**src/rtl/missile_hit_detect_if.sv**
```systemverilog
// Missile/formation geometry in, hit index and strobes out, for missile_hit_detect.
// The score signal exists only when ALIEN_SCORE_EN is defined.
interface missile_hit_detect_if #(
   parameter int NUM_COLS = 10,
   parameter int NUM_ROWS = 6
);
   logic                               frame_tick;
   logic                               missile_active;
   logic [9:0]                         missile_x;
   logic [9:0]                         missile_y;
   logic [9:0]                         formation_x;
   logic [9:0]                         formation_y;
   logic [NUM_COLS-1:0][NUM_ROWS-1:0]  alien_grid;
   logic [6:0]                         alien_hit;
   logic                               hit;
   logic                               missile_kill;
   logic                               busy;
`ifdef ALIEN_SCORE_EN
   logic [15:0]                        score;

   modport master (
      output frame_tick, missile_active, missile_x, missile_y,
             formation_x, formation_y, alien_grid,
      input  alien_hit, hit, missile_kill, busy, score
   );
   modport slave (
      input  frame_tick, missile_active, missile_x, missile_y,
             formation_x, formation_y, alien_grid,
      output alien_hit, hit, missile_kill, busy, score
   );
`else
   modport master (
      output frame_tick, missile_active, missile_x, missile_y,
             formation_x, formation_y, alien_grid,
      input  alien_hit, hit, missile_kill, busy
   );
   modport slave (
      input  frame_tick, missile_active, missile_x, missile_y,
             formation_x, formation_y, alien_grid,
      output alien_hit, hit, missile_kill, busy
   );
`endif
endinterface

```
**src/rtl/missile_hit_detect.sv**
```systemverilog
// Once per frame maps the missile pixel onto the alien formation by repeated subtraction and
// strobes a hit for a live alien; optional score counter under ALIEN_SCORE_EN.
module missile_hit_detect #(
   parameter int NUM_COLS = 10,
   parameter int NUM_ROWS = 6,
   parameter int PITCH_X  = 32,
   parameter int PITCH_Y  = 24,
   parameter int SPRITE_W = 24,
   parameter int SPRITE_H = 16
) (
   input logic                 Clk,
   input logic                 Reset,
   missile_hit_detect_if.slave bus
);
   typedef enum logic [2:0] {IDLE, CAPTURE, DIV_X, DIV_Y, LOOKUP, HIT, HOLD} state_t;

   localparam logic [10:0] PX       = 11'(PITCH_X);
   localparam logic [10:0] PY       = 11'(PITCH_Y);
   localparam logic [10:0] SW       = 11'(SPRITE_W);
   localparam logic [10:0] SH       = 11'(SPRITE_H);
   localparam logic [3:0]  LAST_COL = 4'(NUM_COLS - 1);
   localparam logic [2:0]  LAST_ROW = 3'(NUM_ROWS - 1);

   state_t      r_state;
   logic [10:0] r_rem_x;
   logic [10:0] r_rem_y;
   logic [3:0]  r_col;
   logic [2:0]  r_row;
   logic [6:0]  r_alien_hit;
   logic        r_hit;
   logic        r_kill;
   logic        r_busy;

   logic [10:0] w_dx;
   logic [10:0] w_dy;
   logic        w_sprite_hit;

   // Two's-complement offsets; bit 10 set means the missile is left of / above the formation
   assign w_dx = {1'b0, bus.missile_x} - {1'b0, bus.formation_x};
   assign w_dy = {1'b0, bus.missile_y} - {1'b0, bus.formation_y};

   assign w_sprite_hit = (r_rem_x < SW) && (r_rem_y < SH) &&
                         bus.alien_grid[r_col][r_row] && bus.missile_active;

   always_ff @(posedge Clk or posedge Reset) begin
      if (Reset) begin
         r_state     <= IDLE;
         r_rem_x     <= '0;
         r_rem_y     <= '0;
         r_col       <= '0;
         r_row       <= '0;
         r_alien_hit <= '0;
         r_hit       <= 1'b0;
         r_kill      <= 1'b0;
         r_busy      <= 1'b0;
      end else begin
         r_hit  <= 1'b0;
         r_kill <= 1'b0;
         case (r_state)
            IDLE: begin
               if (bus.frame_tick && bus.missile_active) begin
                  r_state <= CAPTURE;
                  r_busy  <= 1'b1;
               end
            end
            CAPTURE: begin
               r_rem_x <= w_dx;
               r_rem_y <= w_dy;
               r_col   <= '0;
               r_row   <= '0;
               if (w_dx[10] || w_dy[10]) begin
                  r_state <= IDLE;
                  r_busy  <= 1'b0;
               end else begin
                  r_state <= DIV_X;
               end
            end
            DIV_X: begin
               if (r_rem_x >= PX) begin
                  if (r_col == LAST_COL) begin
                     r_state <= IDLE;
                     r_busy  <= 1'b0;
                  end else begin
                     r_rem_x <= r_rem_x - PX;
                     r_col   <= r_col + 4'd1;
                  end
               end else begin
                  r_state <= DIV_Y;
               end
            end
            DIV_Y: begin
               if (r_rem_y >= PY) begin
                  if (r_row == LAST_ROW) begin
                     r_state <= IDLE;
                     r_busy  <= 1'b0;
                  end else begin
                     r_rem_y <= r_rem_y - PY;
                     r_row   <= r_row + 3'd1;
                  end
               end else begin
                  r_state <= LOOKUP;
               end
            end
            LOOKUP: begin
               if (w_sprite_hit) begin
                  r_alien_hit <= {r_col, r_row};
                  r_hit       <= 1'b1;
                  r_kill      <= 1'b1;
                  r_state     <= HIT;
               end else begin
                  r_state <= IDLE;
                  r_busy  <= 1'b0;
               end
            end
            HIT: begin
               r_state <= HOLD;
               r_busy  <= 1'b0;
            end
            // One hit per missile: wait for the shot to be retired before re-arming
            HOLD: begin
               if (!bus.missile_active) r_state <= IDLE;
            end
            default: begin
               r_state <= IDLE;
               r_busy  <= 1'b0;
            end
         endcase
      end
   end

   assign bus.alien_hit    = r_alien_hit;
   assign bus.hit          = r_hit;
   assign bus.missile_kill = r_kill;
   assign bus.busy         = r_busy;

`ifdef ALIEN_SCORE_EN
   logic [15:0] r_score;
   logic [6:0]  w_pts;
   logic [16:0] w_score_sum;

   always_comb begin
      w_pts = 7'd10;
      if (r_row == 3'd0)      w_pts = 7'd30;
      else if (r_row <= 3'd2) w_pts = 7'd20;
   end

   assign w_score_sum = {1'b0, r_score} + 17'(w_pts);

   always_ff @(posedge Clk or posedge Reset) begin
      if (Reset)                r_score <= '0;
      else if (r_state == HIT)  r_score <= w_score_sum[16] ? 16'hFFFF : w_score_sum[15:0];
   end

   assign bus.score = r_score;
`endif
endmodule

```
**src/flat_wrapper.sv**
```systemverilog
// flat-port wrapper written by rule: the top's interface ports become plain ports
module missile_hit_detect_flat 
#(
   parameter int NUM_COLS = 10,
   parameter int NUM_ROWS = 6,
   parameter int PITCH_X  = 32,
   parameter int PITCH_Y  = 24,
   parameter int SPRITE_W = 24,
   parameter int SPRITE_H = 16
)
  (Clk, Reset, bus_frame_tick, bus_missile_active, bus_missile_x, bus_missile_y, bus_formation_x, bus_formation_y, bus_alien_grid, bus_alien_hit, bus_hit, bus_missile_kill, bus_busy);
  missile_hit_detect_if #(.NUM_COLS(NUM_COLS), .NUM_ROWS(NUM_ROWS)) bus_i ();
  input logic Clk;
  input logic Reset;
  input wire logic [$bits(bus_i.frame_tick)-1:0] bus_frame_tick;
  input wire logic [$bits(bus_i.missile_active)-1:0] bus_missile_active;
  input wire logic [$bits(bus_i.missile_x)-1:0] bus_missile_x;
  input wire logic [$bits(bus_i.missile_y)-1:0] bus_missile_y;
  input wire logic [$bits(bus_i.formation_x)-1:0] bus_formation_x;
  input wire logic [$bits(bus_i.formation_y)-1:0] bus_formation_y;
  input wire logic [$bits(bus_i.alien_grid)-1:0] bus_alien_grid;
  output wire logic [$bits(bus_i.alien_hit)-1:0] bus_alien_hit;
  output wire logic [$bits(bus_i.hit)-1:0] bus_hit;
  output wire logic [$bits(bus_i.missile_kill)-1:0] bus_missile_kill;
  output wire logic [$bits(bus_i.busy)-1:0] bus_busy;
  assign bus_i.frame_tick = bus_frame_tick;
  assign bus_i.missile_active = bus_missile_active;
  assign bus_i.missile_x = bus_missile_x;
  assign bus_i.missile_y = bus_missile_y;
  assign bus_i.formation_x = bus_formation_x;
  assign bus_i.formation_y = bus_formation_y;
  assign bus_i.alien_grid = bus_alien_grid;
  assign bus_alien_hit = bus_i.alien_hit;
  assign bus_hit = bus_i.hit;
  assign bus_missile_kill = bus_i.missile_kill;
  assign bus_busy = bus_i.busy;
  missile_hit_detect #(.NUM_COLS(NUM_COLS), .NUM_ROWS(NUM_ROWS), .PITCH_X(PITCH_X), .PITCH_Y(PITCH_Y), .SPRITE_W(SPRITE_W), .SPRITE_H(SPRITE_H)) u_core (.Clk(Clk), .Reset(Reset), .bus(bus_i));
endmodule
```
**config.mk**
```make
export PLATFORM = sky130hd
export DESIGN_NAME = missile_hit_detect_flat
export DESIGN_NICKNAME = d
export VERILOG_FILES = /design/src/rtl/missile_hit_detect_if.sv /design/src/rtl/missile_hit_detect.sv /design/src/flat_wrapper.sv
export SDC_FILE = /design/constraint.sdc
export NUM_CORES = 1
export LEC_CHECK = 0
export ABC_CLOCK_PERIOD_IN_PS = 2640
export CAP_MARGIN = 20
export CORE_MARGIN = 5
export CORE_UTILIZATION = 28
export DETAILED_ROUTE_END_ITERATION = 6
export GPL_TIMING_DRIVEN = 0
export PLACE_DENSITY = 0.61
export SYNTH_ARGS = -nofsm -noshare
export SYNTH_HDL_FRONTEND = slang
export SYNTH_SLANG_ARGS = --single-unit
```
**constraint.sdc**
```tcl
create_clock -name Clk -period 2.64 [get_ports Clk]
set_input_delay 0.528 -clock Clk [delete_from_list [all_inputs] [get_ports Clk]]
set_output_delay 0.528 -clock Clk [all_outputs]
set_load 0.02 [all_outputs]
```
Word-level counts from Yosys, hierarchy flattened
Cells that the tools add are included.
Widths: inputs -> output; s select.
Storage, ports and cells
  register bits after elaboration: 41
  output and inout port bits: 10
  bits of input ports: 104
  word-level logic and storage cells: 89
Cells by class
  muxes and demuxes: 35
  $add $sub $neg: 6
  eq/ne operators: 20
  bitwise logic cells: 1
  $lt $le $gt $ge: 6
  reductions and logical operators: 13
Operators by type and width (count)
  $mux 11: 4
  $pmux 11 s2: 2
  $mux 3: 9
  $bmux 6 s4: 1
  $lt 11x5->1 const B: 2
  $sub 10x10->11: 2
  $pmux 3 s7: 1
  $eq 3x3->1 const B: 4
  $ne 2x1->1 const B: 6
  $ge 11x5->1 const B: 1
  $ge 11x6->1 const B: 1
  $sub 11x5->11 const B: 1
  $sub 11x6->11 const B: 1
  $mux 1: 10
  $mux 4: 2
  $ne 2x2->1 const B: 4
  $pmux 4 s2: 1
  $reduce_and 8->1: 1
  $eq 3x2->1 const B: 2
  $mux 6: 1
  $ne 3x3->1 const B: 2
  $pmux 1 s6: 1
  $pmux 3 s2: 1
  $reduce_and 3->1: 2
  15 further kinds: 19

Logic depth before layout (Yosys ltp)
Gate-level depths: netlist (run 1).
  depth after elaboration: 8
  mapped depth: 10
  mapped depth without buffers: 10

Least setup slack after synthesis (run 1)
OpenSTA, ideal clock, no wires.
  kind: reg-to-reg
  start point: register u_core.r_col[0]
  end point: register u_core.r_busy, in the netlist u_core.bus.busy
  buffers on the path: 2
  setup time: 125 ps
  path slack: 210 ps
  data arrival time: 2305 ps
  data required time: 2515 ps
  clock period less this slack: 2430 ps
  cell stages (with the launch flop): 10
  cells stage by stage: dfrtp_1 > buf_6 > mux4_2 > a22oi_1 > a22oi_1 > mux2i_1 > o31a_1 > buf_6 > nor4bb_4 > mux2_4
Between the ends
  longest elaborated chain between the ends: 8
  elaborated cells on any way between the ends: 10
  those cells by class: 3 x eq/ne; 4 x mux; 3 x reduce/logical
Ends and longest elaborated chain
  start, declared: line missile_hit_detect.sv:27  | logic [3:0] r_col;
  start signal, assigned: line missile_hit_detect.sv:85  | r_col <= r_col + 4'd1;
  $bmux 6 s4: line missile_hit_detect.sv:43  | bus.alien_grid[r_col][r_row] && bus.missile_active;
  $mux 6 (not written as such): line missile_hit_detect.sv:43
  $bmux 1 s3: line missile_hit_detect.sv:43
  $mux 1 (not written as such): line missile_hit_detect.sv:43
  $logic_and 1x1->1: line missile_hit_detect.sv:42  | assign w_sprite_hit = (r_rem_x < SW) && (r_rem_y < SH) &&
  $logic_and 1x1->1: line missile_hit_detect.sv:43
  $ne 2x2->1 (no line)
  $reduce_and 8->1 (no line) *
  end signal, assigned: line missile_hit_detect.sv:55  | r_busy <= 1'b0;
  end signal, assigned: line missile_hit_detect.sv:63  | r_busy <= 1'b1;
  end signal, assigned: line missile_hit_detect.sv:73  | r_busy <= 1'b0;
  end, declared: line missile_hit_detect.sv:32  | logic r_busy;
Every way passes the cells marked *; elsewhere a longest branch is shown, timed or not. The select of a mux whose other input is x is not followed.
A chain may end at the register's enable or synchronous reset.

Final worst setup path (run 1)
  start point: input bus_alien_grid[39]
  end point: register u_core.r_busy, in the netlist u_core.bus.busy
Between the ends
  longest elaborated chain between the ends: 8
Ends and longest elaborated chain
  start, declared: line flat_wrapper.sv:21  | input wire logic [$bits(bus_i.alien_grid)-1:0] bus_alien_grid;
  $bmux 6 s4: line missile_hit_detect.sv:43
  $mux 6 (not written as such): line missile_hit_detect.sv:43
  $bmux 1 s3: line missile_hit_detect.sv:43
  $mux 1 (not written as such): line missile_hit_detect.sv:43
  $logic_and 1x1->1: line missile_hit_detect.sv:42
  $logic_and 1x1->1: line missile_hit_detect.sv:43
  $ne 2x2->1 (no line)
  $reduce_and 8->1 (no line)
No other way between the ends. The select of a mux whose other input is x is not followed.

==> results by group, run 1 <==
Global routing
  • Met3 Use GR: ~3.6%
  • Global-route usage over all layers: between 10% and 20%
  • Largest net degree at the start of global routing: 39
  • Global-route track usage on met1: 17.0%
  • Initial antenna violation count: 1
  • Met2 usage: a little under a quarter
  • Vias in the first global route: 3403
  • GRT overflow: 0
  • First-pass GRT wire length: 16.5 mm
  • GR peak layer: met2

Worst setup path
  • Crit path max fanout: 5
  • Arrival @ worst endpoint: 2750 ps
  • Critical Path Start Type: input pin
  • Max incr delay on CP: 490 ps
  • CP max-delay cell: mux4_2
  • Worst Setup SP: bus_alien_grid[39]
  • R2R Path End: u_core.bus.busy
  • Worst r2r src: u_core.r_col[0]
  • Crit. End Element: register
  • Kind of critical path: in2reg
  • CP most frequent cell: a22oi_2
  • Reg2reg path depth: 9
  • Critical Path RT: 2810 ps
  • Reg2Reg Setup Slack: 80 ps
  • Critical-path cell list: clkdlybuf4s50_1 > mux4_2 > a22oi_2 > a22oi_2 > mux2i_1 > o31a_1 > buf_6 > nor4bb_4 > mux2_4

Cells and area
  • Commonest non-fill, non-tap cell in the layout: clkdlybuf4s50_1
  • Leading cell types in the layout, fill and taps excluded: clkdlybuf4s50_1 (89), o21ai_0 (37), dfrtp_1 (37), nand2_1 (36), a21oi_1 (31)
  • Design area: 5300 sq um
  • Layout area overhead: 51.8%
  • Final #Nets: about 670
  • Core Util, Final: a little over two fifths
  • Final cell count without fillers: 702
  • Share of post-route cells with drive strength above 1: 15.8%
  • Fillers: 1207

Worst hold path
  • Hold crit path type: reg2reg
  • Hold depth: 2
  • Hold_sp: u_core.bus.alien_hit[2]
  • Hold Crit Endpoint: u_core.bus.alien_hit[2]

Synthesis
  • Syn Std Cell Area: ~3500 sq um
  • Synthesized area per cell: 8.68 sq um
  • Synth Flop Type: dfrtp_1
  • Sequential share of the synthesized area: 27.2%
  • Area contributors post-synth: dfrtp_1 (27%), ha_1 (9.7%), mux4_2 (5.8%), o21ai_0 (5.7%), a21oi_1 (4.6%)
  • Syn_nets: 535
  • Yosys top cell by area: dfrtp_1
  • Share of the synthesized area in the top cell type: 27.2%
  • Yosys cell types: 54
  • FF+latch count, synth: 38
  • Post-synth EDFFs: 0
  • YS warnings: 0
  • Fraction of registers with async set/reset: between 90% and 100%
  • Synth Instances: 402

Pwr
  • Sw Share: approximately two fifths
  • PD cells: 678 nW/um^2
  • Net Sw Power: between 1000 and 1500 uW
  • Seq pwr share: between 20% and 30%
  • Comb power frac: roughly 54%
  • Max IR drop VDD: 0.000281 V
  • Clock share of power: 18.7%
  • Int Pwr: 2180 uW
  • Total leakage power: between 0.002 and 0.0025 uW

Drt
  • Iteration-0 DRC Markers: 222
  • WL/cell: about 15 um
  • Via count: 3479
  • Initial DRT Pass Iterations: 4
  • Antenna-violating nets left: 0
  • Routed wire length: 10.6 mm
  • Drc violations: 0
  • Routed vias/inst: 4.96

STA
  • FMAX: slightly below 400 MHz
  • Final Setup Violations: 0
  • Least-Margin Pin Slew: between 800 and 900 ps
  • Fin Clk Skew: 6.27 ps
  • Fin. max-slew vios: 0
  • Final Hold Vio Count: 0
  • Max-slew headroom: 44.9%
  • Tmin final: 2580 ps
  • Final period util: 97.6%

Clocking
  • Hold Buf Count CTS: 0
  • Root buf cell: clkbuf_16
  • Clock transition at the registers of the reported paths: 60 ps
  • Clock Latency Late Sink: 280 ps
  • Total CTS buffers: 5
  • TritonCTS clock tree: built
  • Clock sinks: 38
  • CTS max path bufs: 2
  • H-tree levels: 2

Die
  • Core ar.: 12100 sq um
  • Die ar.: 14800 sq um
  • Initial core utilization: 28.8%
  • Die width: 122 um
  • Die Y: 122 um
  • Row count: 40
  • IO Pins: 114

Placement
  • HPWL after DPL: 8.30 mm
  • PortBufs: 113
  • Placed Area: just under 5000 sq um
  • Cells after DPL: roughly 700
  • Routability cong.: 0.805

Flow run
  • Max Cap Viol: 0

Outcome
  • Status: completed
## through the flow
stage               power, uW  setup TNS, ps  hold slack [ps]  worst slack, ps
CTS                      3480          -43.3              482            -43.3
finish                   3590              0              475             62.3
detailed placement       2760          -3190              467             -540
global placement         2710          -2460              460             -520
floorplan                2210              0              442              210
global route             3880          -28.7              502            -20.1
## registers in the layout, indices dropped and copies added, names as in the netlist
signal                count
u_core.bus.alien_hit      7
u_core.r_row              3
u_core.r_state            3
u_core.bus.busy           1
u_core.r_col              4
u_core.bus.hit            1
u_core.r_rem_y            8
u_core.r_rem_x           11
## cells in the mapped netlist, types with 4 or more instances
cell type  count
xor2_1         5
a22oi_1        8
mux2_2        12
o21ai_0       40
o31a_1         4
mux4_2         9
or3_1          8
nand2_1       36
ha_1          27
xnor2_1        7
nand3_1       13
clkbuf_1       8
nor3b_1        4
nand3b_1       5
nor3_1        10
a21oi_1       32
mux2i_1        4
dfrtp_1       38
nor2_1        29
nand2b_1       8
nor2b_1        6
inv_1         33
## power groups by stage
stage                     sequential [uW]  combinational, uW  clock (uW)
after floorplan                       920               1290           0
after global placement                945               1760           0
after detailed placement              958               1800           0
after CTS                             951               1840         696
after global routing                  992               2160         722
final                                 965               1960         673
## per-layer routing
| layer | wire, um | part of all wire, % | vias to the layer above |
|---|---|---|---|
| li1 | - | - | 1718 |
| met5 | 0 | 0 | - |
| met1 | 4690 | 44 | 1621 |
| met2 | 4900 | 46 | 129 |
| met4 | 160 | 1.5 | 0 |
| met3 | 836 | 7.9 | 11 |
## worst max-delay path, delay by kind of cell
family | cells | cell delay (ps)
muxes | 3 | 980
buffers and inverters | 2 | 530
AOI/OAI and AO/OA | 3 | 500
and+or+nand+nor | 1 | 210
## cells by family after synthesis
family	share of synthesized area [%]
simple gates	21.2
compound gates	17.8
buf+inv	6.45
flops	27.2
mux	13.5
fa+ha+maj	10.8
xor+xnor	3.01
## timing repair
action,in CTS,in global routing
cloned,0,1
setup buffers,1,8
gates resized for setup,13,55
endpoints found under the setup margin,2,15
pin swaps,8,19
## worst max-delay path by stage
stage / end / slack (ps) / depth (start not counted)
2_1_floorplan: u_core.bus.busy / 210 / 9
5_1_grt: u_core.bus.busy / -20 / 9
4_1_cts: u_core.bus.busy / -40 / 11
6_report: u_core.bus.busy / 60 / 9
3_5_place_dp: u_core.bus.busy / -540 / 11
3_3_place_gp: u_core.bus.busy / -520 / 11
## layout make-up
| type | instances | area (sq um) | share of cell area, % |
|---|---|---|---|
| well taps | 168 | 210 | 3.97 |
| multi-input cells | 314 | 2470 | 46.5 |
| repair buffers | 123 | 1260 | 23.8 |
| clock inverters | 1 | 30.0 | 0.567 |
| flip-flops and latches | 38 | 952 | 18.0 |
| diodes | 1 | 2.50 | 0.0472 |
| inverters | 33 | 124 | 2.34 |
| clock buffers | 7 | 133 | 2.50 |
| plain buffers | 17 | 118 | 2.22 |
No activity file was read; power rests on OpenSTA's default activity.
==> run 2, diff against run 1 <==
--- a/config.mk
+++ b/config.mk
@@ -7,11 +7,13 @@
 export LEC_CHECK = 0
 export ABC_CLOCK_PERIOD_IN_PS = 2640
 export CAP_MARGIN = 20
+export CELL_PAD_IN_SITES_DETAIL_PLACEMENT = 0
+export CELL_PAD_IN_SITES_GLOBAL_PLACEMENT = 1
 export CORE_MARGIN = 5
 export CORE_UTILIZATION = 28
 export DETAILED_ROUTE_END_ITERATION = 6
 export GPL_TIMING_DRIVEN = 0
-export PLACE_DENSITY = 0.61
+export PLACE_DENSITY = 0.75
 export SYNTH_ARGS = -nofsm -noshare
 export SYNTH_HDL_FRONTEND = slang
 export SYNTH_SLANG_ARGS = --single-unit
==> constraint.sdc (replaced) <==
create_clock -name Clk -period 2.64 [get_ports Clk]
set_input_delay 0.528 -clock Clk [delete_from_list [all_inputs] [get_ports Clk]]
set_output_delay 0.528 -clock Clk [all_outputs]
set_load 0.1 [all_outputs]
==> run 2 against run 1 <==
Effect of this change: maximum frequency grew 1.2%; count of clock-buffer cells in the layout stayed put; via count is 0.63% lower; combinational power hardly changed; highest routed layer unchanged; flip-flop and latch count did not move; critical path depth rose by 1; sequential share of layout area increased by 0.18 points; clock power decreased by 11%; register-to-register slack better by 70 ps.
==> results by group, run 2 (synthesized netlist as in run 1, its figures left out) <==
Outcome
  • Status: completed (unchanged)

Pwr
  • Max IR drop VDD: 0.000319 V (was 0.000281 V)
  • Comb power frac: 56.1% (was 54.4%)
  • Total leakage power: 0.00237 uW (was 0.00241 uW)
  • Int Pwr: 2110 uW (was 2180 uW)
  • Net Sw Power: 1440 uW (was 1410 uW)
  • Sw Share: 40.5% (was 39.3%)
  • PD cells: 676 nW/um^2 (was 678 nW/um^2)
  • Total power: 3550 uW (was 3590 uW)
  • Clock share of power: 16.9% (was 18.7%)
  • Seq pwr share: 27.0% (was 26.9%)

Worst setup path
  • Reg2reg path depth: 9 (unchanged)
  • Crit. End Element: register (unchanged)
  • Reg2Reg Setup Slack: 150 ps (was 80 ps)
  • Kind of critical path: in2reg (unchanged)
  • Critical Path RT: 2800 ps (was 2810 ps)
  • Arrival @ worst endpoint: 2710 ps (was 2750 ps)
  • Worst r2r src: u_core.r_col[0] (unchanged)
  • Crit path max fanout: 2 (was 5)
  • R2R Path End: u_core.bus.busy (unchanged)
  • Critical Path Start Type: input pin (unchanged)

Cells and area
  • Share of post-route cells with drive strength above 1: 15.1% (was 15.8%)
  • Final #Nets: 663 (was 665)
  • Diodes inserted: 0 (was 1)
  • Most flops, register: u_core.r_rem_x (unchanged)
  • Layout area overhead: 50.3% (was 51.8%)
  • Max reg flops: 11 (unchanged)
  • Core Util, Final: 43.3% (was 43.8%)
  • Final cell count without fillers: 699 (was 702)
  • Commonest non-fill, non-tap cell in the layout: clkdlybuf4s50_1 (unchanged)
  • Leading cell types in the layout, fill and taps excluded: clkdlybuf4s50_1 (92), o21ai_0 (37), dfrtp_1 (37), nand2_1 (36), a21oi_1 (32) (was clkdlybuf4s50_1 (89), o21ai_0 (37), dfrtp_1 (37), nand2_1 (36), a21oi_1 (31))

Drt
  • Via count: 3457 (was 3479)
  • Iteration-0 DRC Markers: 174 (was 222)
  • Routed vias/inst: 4.95 (was 4.96)
  • Initial DRT Pass Iterations: 4 (unchanged)
  • WL/cell: 14.7 um (was 15.1 um)
  • Antenna-violating nets left: 0 (unchanged)
  • Drc violations: 0 (unchanged)
  • Routed wire length: 10.3 mm (was 10.6 mm)

Clocking
  • H-tree levels: 2 (unchanged)
  • TritonCTS clock tree: built (unchanged)
  • CTS max path bufs: 2 (unchanged)
  • Hold Buf Count CTS: 0 (unchanged)
  • Clock Latency Late Sink: 280 ps (about the same)
  • Total CTS buffers: 5 (unchanged)
  • Clock sinks: 38 (unchanged)
  • Root buf cell: clkbuf_16 (unchanged)
  • Clock transition at the registers of the reported paths: 60 ps (about the same)

Global routing
  • First-pass GRT wire length: 16.7 mm (was 16.5 mm)
  • GRT overflow: 0 (unchanged)
  • Vias in the first global route: 3376 (was 3403)
  • Global-route usage over all layers: 13.6% (was 13.7%)
  • Initial antenna violation count: 0 (was 1)
  • Largest net degree at the start of global routing: 39 (unchanged)

STA
  • Final period util: 96.4% (was 97.6%)
  • RSZ-0062 raised after global routing: yes
  • Final Setup Violations: 0 (unchanged)
  • Tmin final: 2550 ps (was 2580 ps)
  • Fin. max-slew vios: 0 (unchanged)
  • Max-slew headroom: 33.0% (was 44.9%)
  • Fin Clk Skew: 3.27 ps (was 6.27 ps)
  • Least-Margin Pin Slew: 1000 ps (was 827 ps)
  • Final Hold Vio Count: 0 (unchanged)
  • FMAX: 393 MHz (was 388 MHz)

Worst hold path
  • Hold Crit Endpoint: u_core.bus.alien_hit[2] (unchanged)
  • Hold depth: 2 (unchanged)
  • Hold_sp: u_core.bus.alien_hit[2] (unchanged)
  • Hold crit path type: reg2reg (unchanged)

Die
  • Die Y: 122 um (unchanged)
  • Die ar.: 14800 sq um (unchanged)
  • Initial core utilization: 28.8% (unchanged)
  • IO Pins: 114 (unchanged)
  • Row count: 40 (unchanged)
  • Core ar.: 12100 sq um (unchanged)
  • Die width: 122 um (unchanged)

Placement
  • PortBufs: 113 (unchanged)
  • HPWL after DPL: 8.22 mm (was 8.30 mm)
  • Routability cong.: 0.841 (was 0.805)
  • Cells after DPL: 683 (unchanged)

Flow run
  • Max Cap Viol: 0 (unchanged)
run 2: repair_timing:
| action | 4_1_cts | 5_1_grt |
|---|---|---|
| setup endpoints to repair | 2 | 9 |
| gates cloned | 0 | 0 |
| gates resized for setup | 22 | 41 |
| pin swaps | 10 | 18 |
| setup buffers | 1 | 7 |
run 2: stage by stage:
stage,hold slack [ps],setup TNS [ps],setup WS [ps],area [sq um]
global placement,459,-2770,-519,4830
CTS,479,-21.8,-21.8,5050
finish,477,0,93.9,5250
global route,498,-14.6,-14.6,5250
detailed placement,465,-3280,-534,4830
floorplan,442,0,209,3490
run 2: metal layers:
| metal | routed length [um] | track usage (%) | up-vias | part of all wire, % |
|---|---|---|---|---|
| met2 | 4510 | 21.7 | 130 | 44 |
| met5 | 0 | 0 | - | 0 |
| met4 | 110 | 3.01 | 0 | 1.1 |
| li1 | - | - | 1714 | - |
| met1 | 4870 | 19.0 | 1605 | 47 |
| met3 | 809 | 2.92 | 8 | 7.9 |
run 2: cell type report:
class	instances	area, sq um
buffer	17	123
clock buffer	7	143
clock inverter	1	5.00
fill	1221	6870
inverter	33	124
multi-input combinational	314	2450
sequential	38	952
tap	168	210
timing repair buffer	121	1240
run 2: power groups by stage:
| stage | Combinational, uW | Clock, uW | Sequential (uW) |
|---|---|---|---|
| finish | 1990 | 599 | 959 |
| global route | 2220 | 643 | 985 |
| CTS | 1920 | 615 | 956 |
| detailed placement | 1850 | 0 | 960 |
| global placement | 1820 | 0 | 950 |
| floorplan | 1290 | 0 | 967 |
run 2: worst max-delay path by stage:
stage	startpoint	to	slack, ps
6_report	bus_formation_y[2]	u_core.bus.busy	90
5_1_grt	bus_formation_y[2]	u_core.bus.busy	-10
4_1_cts	bus_alien_grid[3]	u_core.bus.busy	-20
3_5_place_dp	bus_missile_x[0]	u_core.bus.busy	-530
3_3_place_gp	bus_missile_x[0]	u_core.bus.busy	-520
2_1_floorplan	u_core.r_col[0]	u_core.bus.busy	210
run 2: critical path, cell delays in order:
cell and delay, ps:
clkdlybuf4s50_1 450, inv_1 40, ha_1 290, nor2b_4 130, o2111ai_2 220, nand3_2 120
nand4_1 190, a32oi_4 100, nor4bb_4 330, mux2_4 320
==> run 3, diff against run 2 <==
--- a/config.mk
+++ b/config.mk
@@ -6,14 +6,14 @@
 export NUM_CORES = 1
 export LEC_CHECK = 0
 export ABC_CLOCK_PERIOD_IN_PS = 2640
-export CAP_MARGIN = 20
 export CELL_PAD_IN_SITES_DETAIL_PLACEMENT = 0
 export CELL_PAD_IN_SITES_GLOBAL_PLACEMENT = 1
 export CORE_MARGIN = 5
 export CORE_UTILIZATION = 28
+export CTS_BUF_LIST = sky130_fd_sc_hd__clkbuf_4 sky130_fd_sc_hd__clkbuf_8
 export DETAILED_ROUTE_END_ITERATION = 6
 export GPL_TIMING_DRIVEN = 0
-export PLACE_DENSITY = 0.75
+export PLACE_DENSITY = 0.73
 export SYNTH_ARGS = -nofsm -noshare
 export SYNTH_HDL_FRONTEND = slang
 export SYNTH_SLANG_ARGS = --single-unit
==> run 3 against run 2 <==
Effect of this change: the run now ends with setup timing left; highest routed layer unchanged; setup slack got worse by 110 ps; first-iteration DRC count grew 16%; cell count fell by 0.43%; flip-flop and latch count did not move; worst hold slack better by 3.0 ps; maximum frequency down 4.2%.
==> results by group, run 3 (synthesized netlist as in run 1, its figures left out) <==
Cells and area
  • Max reg flops: 11 (unchanged)
  • Commonest non-fill, non-tap cell in the layout: clkdlybuf4s50_1 (unchanged)
  • Diodes inserted: 0 (unchanged)
  • Fillers: 1237 (was 1221)
  • Most flops, register: u_core.r_rem_x (unchanged)
  • Leading cell types in the layout, fill and taps excluded: clkdlybuf4s50_1 (112), o21ai_0 (38), dfrtp_1 (37), nand2_1 (36) (was clkdlybuf4s50_1 (92), o21ai_0 (37), dfrtp_1 (37), nand2_1 (36), a21oi_1 (32))
  • Layout area overhead: 43.9% (was 50.3%)
  • Share of post-route cells with drive strength above 1: 12.5% (was 15.1%)
  • Core Util, Final: 41.5% (was 43.3%)
  • Final #Nets: 660 (was 663)

Die
  • Row count: 40 (unchanged)
  • Core ar.: 12100 sq um (unchanged)
  • Initial core utilization: 28.8% (unchanged)
  • IO Pins: 114 (unchanged)
  • Die width: 122 um (unchanged)
  • Die ar.: 14800 sq um (unchanged)
  • Die Y: 122 um (unchanged)

Global routing
  • GRT overflow: 0 (unchanged)
  • Initial antenna violation count: 0 (unchanged)
  • Global-route usage over all layers: 14.0% (was 13.6%)
  • Largest net degree at the start of global routing: 39 (unchanged)
  • Vias in the first global route: 3483 (was 3376)
  • First-pass GRT wire length: 17.1 mm (was 16.7 mm)

Drt
  • Iteration-0 DRC Markers: 201 (was 174)
  • Routed wire length: 10.4 mm (was 10.3 mm)
  • Initial DRT Pass Iterations: 4 (unchanged)
  • Drc violations: 0 (unchanged)
  • Antenna-violating nets left: 0 (unchanged)
  • Via count: 3391 (was 3457)
  • WL/cell: 14.9 um (was 14.7 um)
  • Routed vias/inst: 4.87 (was 4.95)

Pwr
  • Net Sw Power: 1420 uW (was 1440 uW)
  • PD cells: 666 nW/um^2 (was 676 nW/um^2)
  • Comb power frac: 58.6% (was 56.1%)
  • Max IR drop VDD: 0.000309 V (was 0.000319 V)
  • Int Pwr: 1930 uW (was 2110 uW)
  • Total power: 3350 uW (was 3550 uW)
  • Clock share of power: 13.0% (was 16.9%)
  • Sw Share: 42.4% (was 40.5%)
  • Seq pwr share: 28.4% (was 27.0%)
  • Total leakage power: 0.00215 uW (was 0.00237 uW)

Clocking
  • Clock transition at the registers of the reported paths: 80 ps (was 60 ps)
  • Clock Latency Late Sink: 290 ps (was 280 ps)
  • Total CTS buffers: 5 (unchanged)
  • Clock sinks: 38 (unchanged)
  • CTS max path bufs: 2 (unchanged)
  • TritonCTS clock tree: built (unchanged)
  • Root buf cell: clkbuf_8 (was clkbuf_16)
  • H-tree levels: 2 (unchanged)

Worst setup path
  • Kind of critical path: in2reg (unchanged)
  • Worst r2r src: u_core.r_col[1] (was u_core.r_col[0])
  • Reg2reg path depth: 10 (was 9)
  • Arrival @ worst endpoint: 2840 ps (was 2710 ps)
  • Critical Path Start Type: input pin (unchanged)
  • R2R Path End: u_core.bus.busy (unchanged)
  • Critical Path RT: 2820 ps (was 2800 ps)
  • Crit. End Element: register (unchanged)
  • Crit path max fanout: 2 (unchanged)
  • Reg2Reg Setup Slack: 40 ps (was 150 ps)

STA
  • Fin Clk Skew: 3.31 ps (was 3.27 ps)
  • Least-Margin Pin Slew: 1000 ps (about the same)
  • RSZ-0062 raised after global routing: yes (unchanged)
  • Tmin final: 2660 ps (was 2550 ps)
  • Max-slew headroom: 32.8% (was 33.0%)
  • Final Setup Violations: 1 (was 0)
  • FMAX: 376 MHz (was 393 MHz)
  • Fin. max-slew vios: 0 (unchanged)
  • Final period util: 101% (was 96.4%)
  • Final Hold Vio Count: 0 (unchanged)
  • Fin worst setup slack: -17.9 ps (was 93.9 ps)

Placement
  • HPWL after DPL: 8.34 mm (was 8.22 mm)
  • PortBufs: 113 (unchanged)
  • Routability cong.: 0.828 (was 0.841)

Flow run
  • Max Cap Viol: 0 (unchanged)

Worst hold path
  • Hold depth: 2 (unchanged)
  • Hold_sp: u_core.bus.alien_hit[2] (unchanged)
  • Hold crit path type: reg2reg (unchanged)
  • Hold Crit Endpoint: u_core.bus.alien_hit[2] (unchanged)

Outcome
  • Status: finished with violations (was completed)
  • Failing checks: setup timing
run 3: power by group through the flow:
stage | sequential, uW | combinational, uW | clock, uW
floorplan | 967 | 1290 | 0
global placement | 950 | 1830 | 0
detailed placement | 958 | 1870 | 0
CTS | 947 | 1930 | 449
global route | 982 | 2170 | 471
finish | 950 | 1960 | 435
run 3: through the flow:
| stage | hold slack, ps | worst slack, ps | TNS [ps] | instance area, sq um | instances |
|---|---|---|---|---|---|
| finish | 480 | -17.9 | -17.9 | 5020 | 696 |
| global route | 505 | -169 | -203 | 5020 | 696 |
| CTS | 483 | -25.8 | -25.8 | 4980 | 694 |
| detailed placement | 463 | -539 | -3520 | 4830 | 683 |
| global placement | 458 | -530 | -3050 | 4830 | 683 |
| floorplan | 442 | 209 | 0 | 3490 | 402 |
run 3: what timing repair did:
item / 4_1_cts / 5_1_grt
buffers inserted: 3 / 2
setup endpoints to repair: 2 / 11
hold endpoints to repair: 0 / 0
hold buffers: 0 / 0
resized for setup: 15 / 8
pin swaps: 7 / 1
run 3: how the worst max path moves through the flow:
| stage | start | to | slack [ps] | depth (start not counted) |
|---|---|---|---|---|
| finish | bus_missile_y[0] | u_core.bus.busy | -20 | 11 |
| global route | bus_missile_y[0] | u_core.bus.busy | -170 | 11 |
| CTS | bus_missile_y[0] | u_core.bus.busy | -30 | 11 |
| detailed placement | bus_missile_x[0] | u_core.bus.busy | -540 | 11 |
| global placement | bus_missile_x[0] | u_core.bus.busy | -530 | 11 |
| floorplan | u_core.r_col[0] | u_core.bus.busy | 210 | 9 |
run 3: cell type report:
type / instances / area (sq um) / area share, %
inverters: 33 / 124 / 2.47
repair buffers: 118 / 1170 / 23.2
clock inverters: 1 / 5.00 / 0.0997
well taps: 168 / 210 / 4.19
plain buffers: 17 / 109 / 2.17
multi-input cells: 314 / 2360 / 47.1
flip-flops and latches: 38 / 952 / 19.0
clock buffers: 7 / 90.1 / 1.79
run 3: routing by layer:
| metal | part of all wire (%) | track usage [%] | vias up | wire length, um |
|---|---|---|---|---|
| li1 | - | - | 1702 | - |
| met1 | 46 | 18.7 | 1551 | 4840 |
| met2 | 44 | 23.0 | 134 | 4580 |
| met3 | 8.7 | 3.48 | 4 | 906 |
| met4 | 0.70 | 3.01 | 0 | 73 |
| met5 | 0 | 0 | - | 0 |
run 3: critical path: stages:
cell and delay (ps):
clkdlybuf4s50_1 450, inv_1 40, ha_1 200, fa_2 340, nor2b_2 150, o2111ai_2 140
nand3_1 130, nand4_1 160, a32oi_2 320, nor4bb_4 90, mux2_4 300
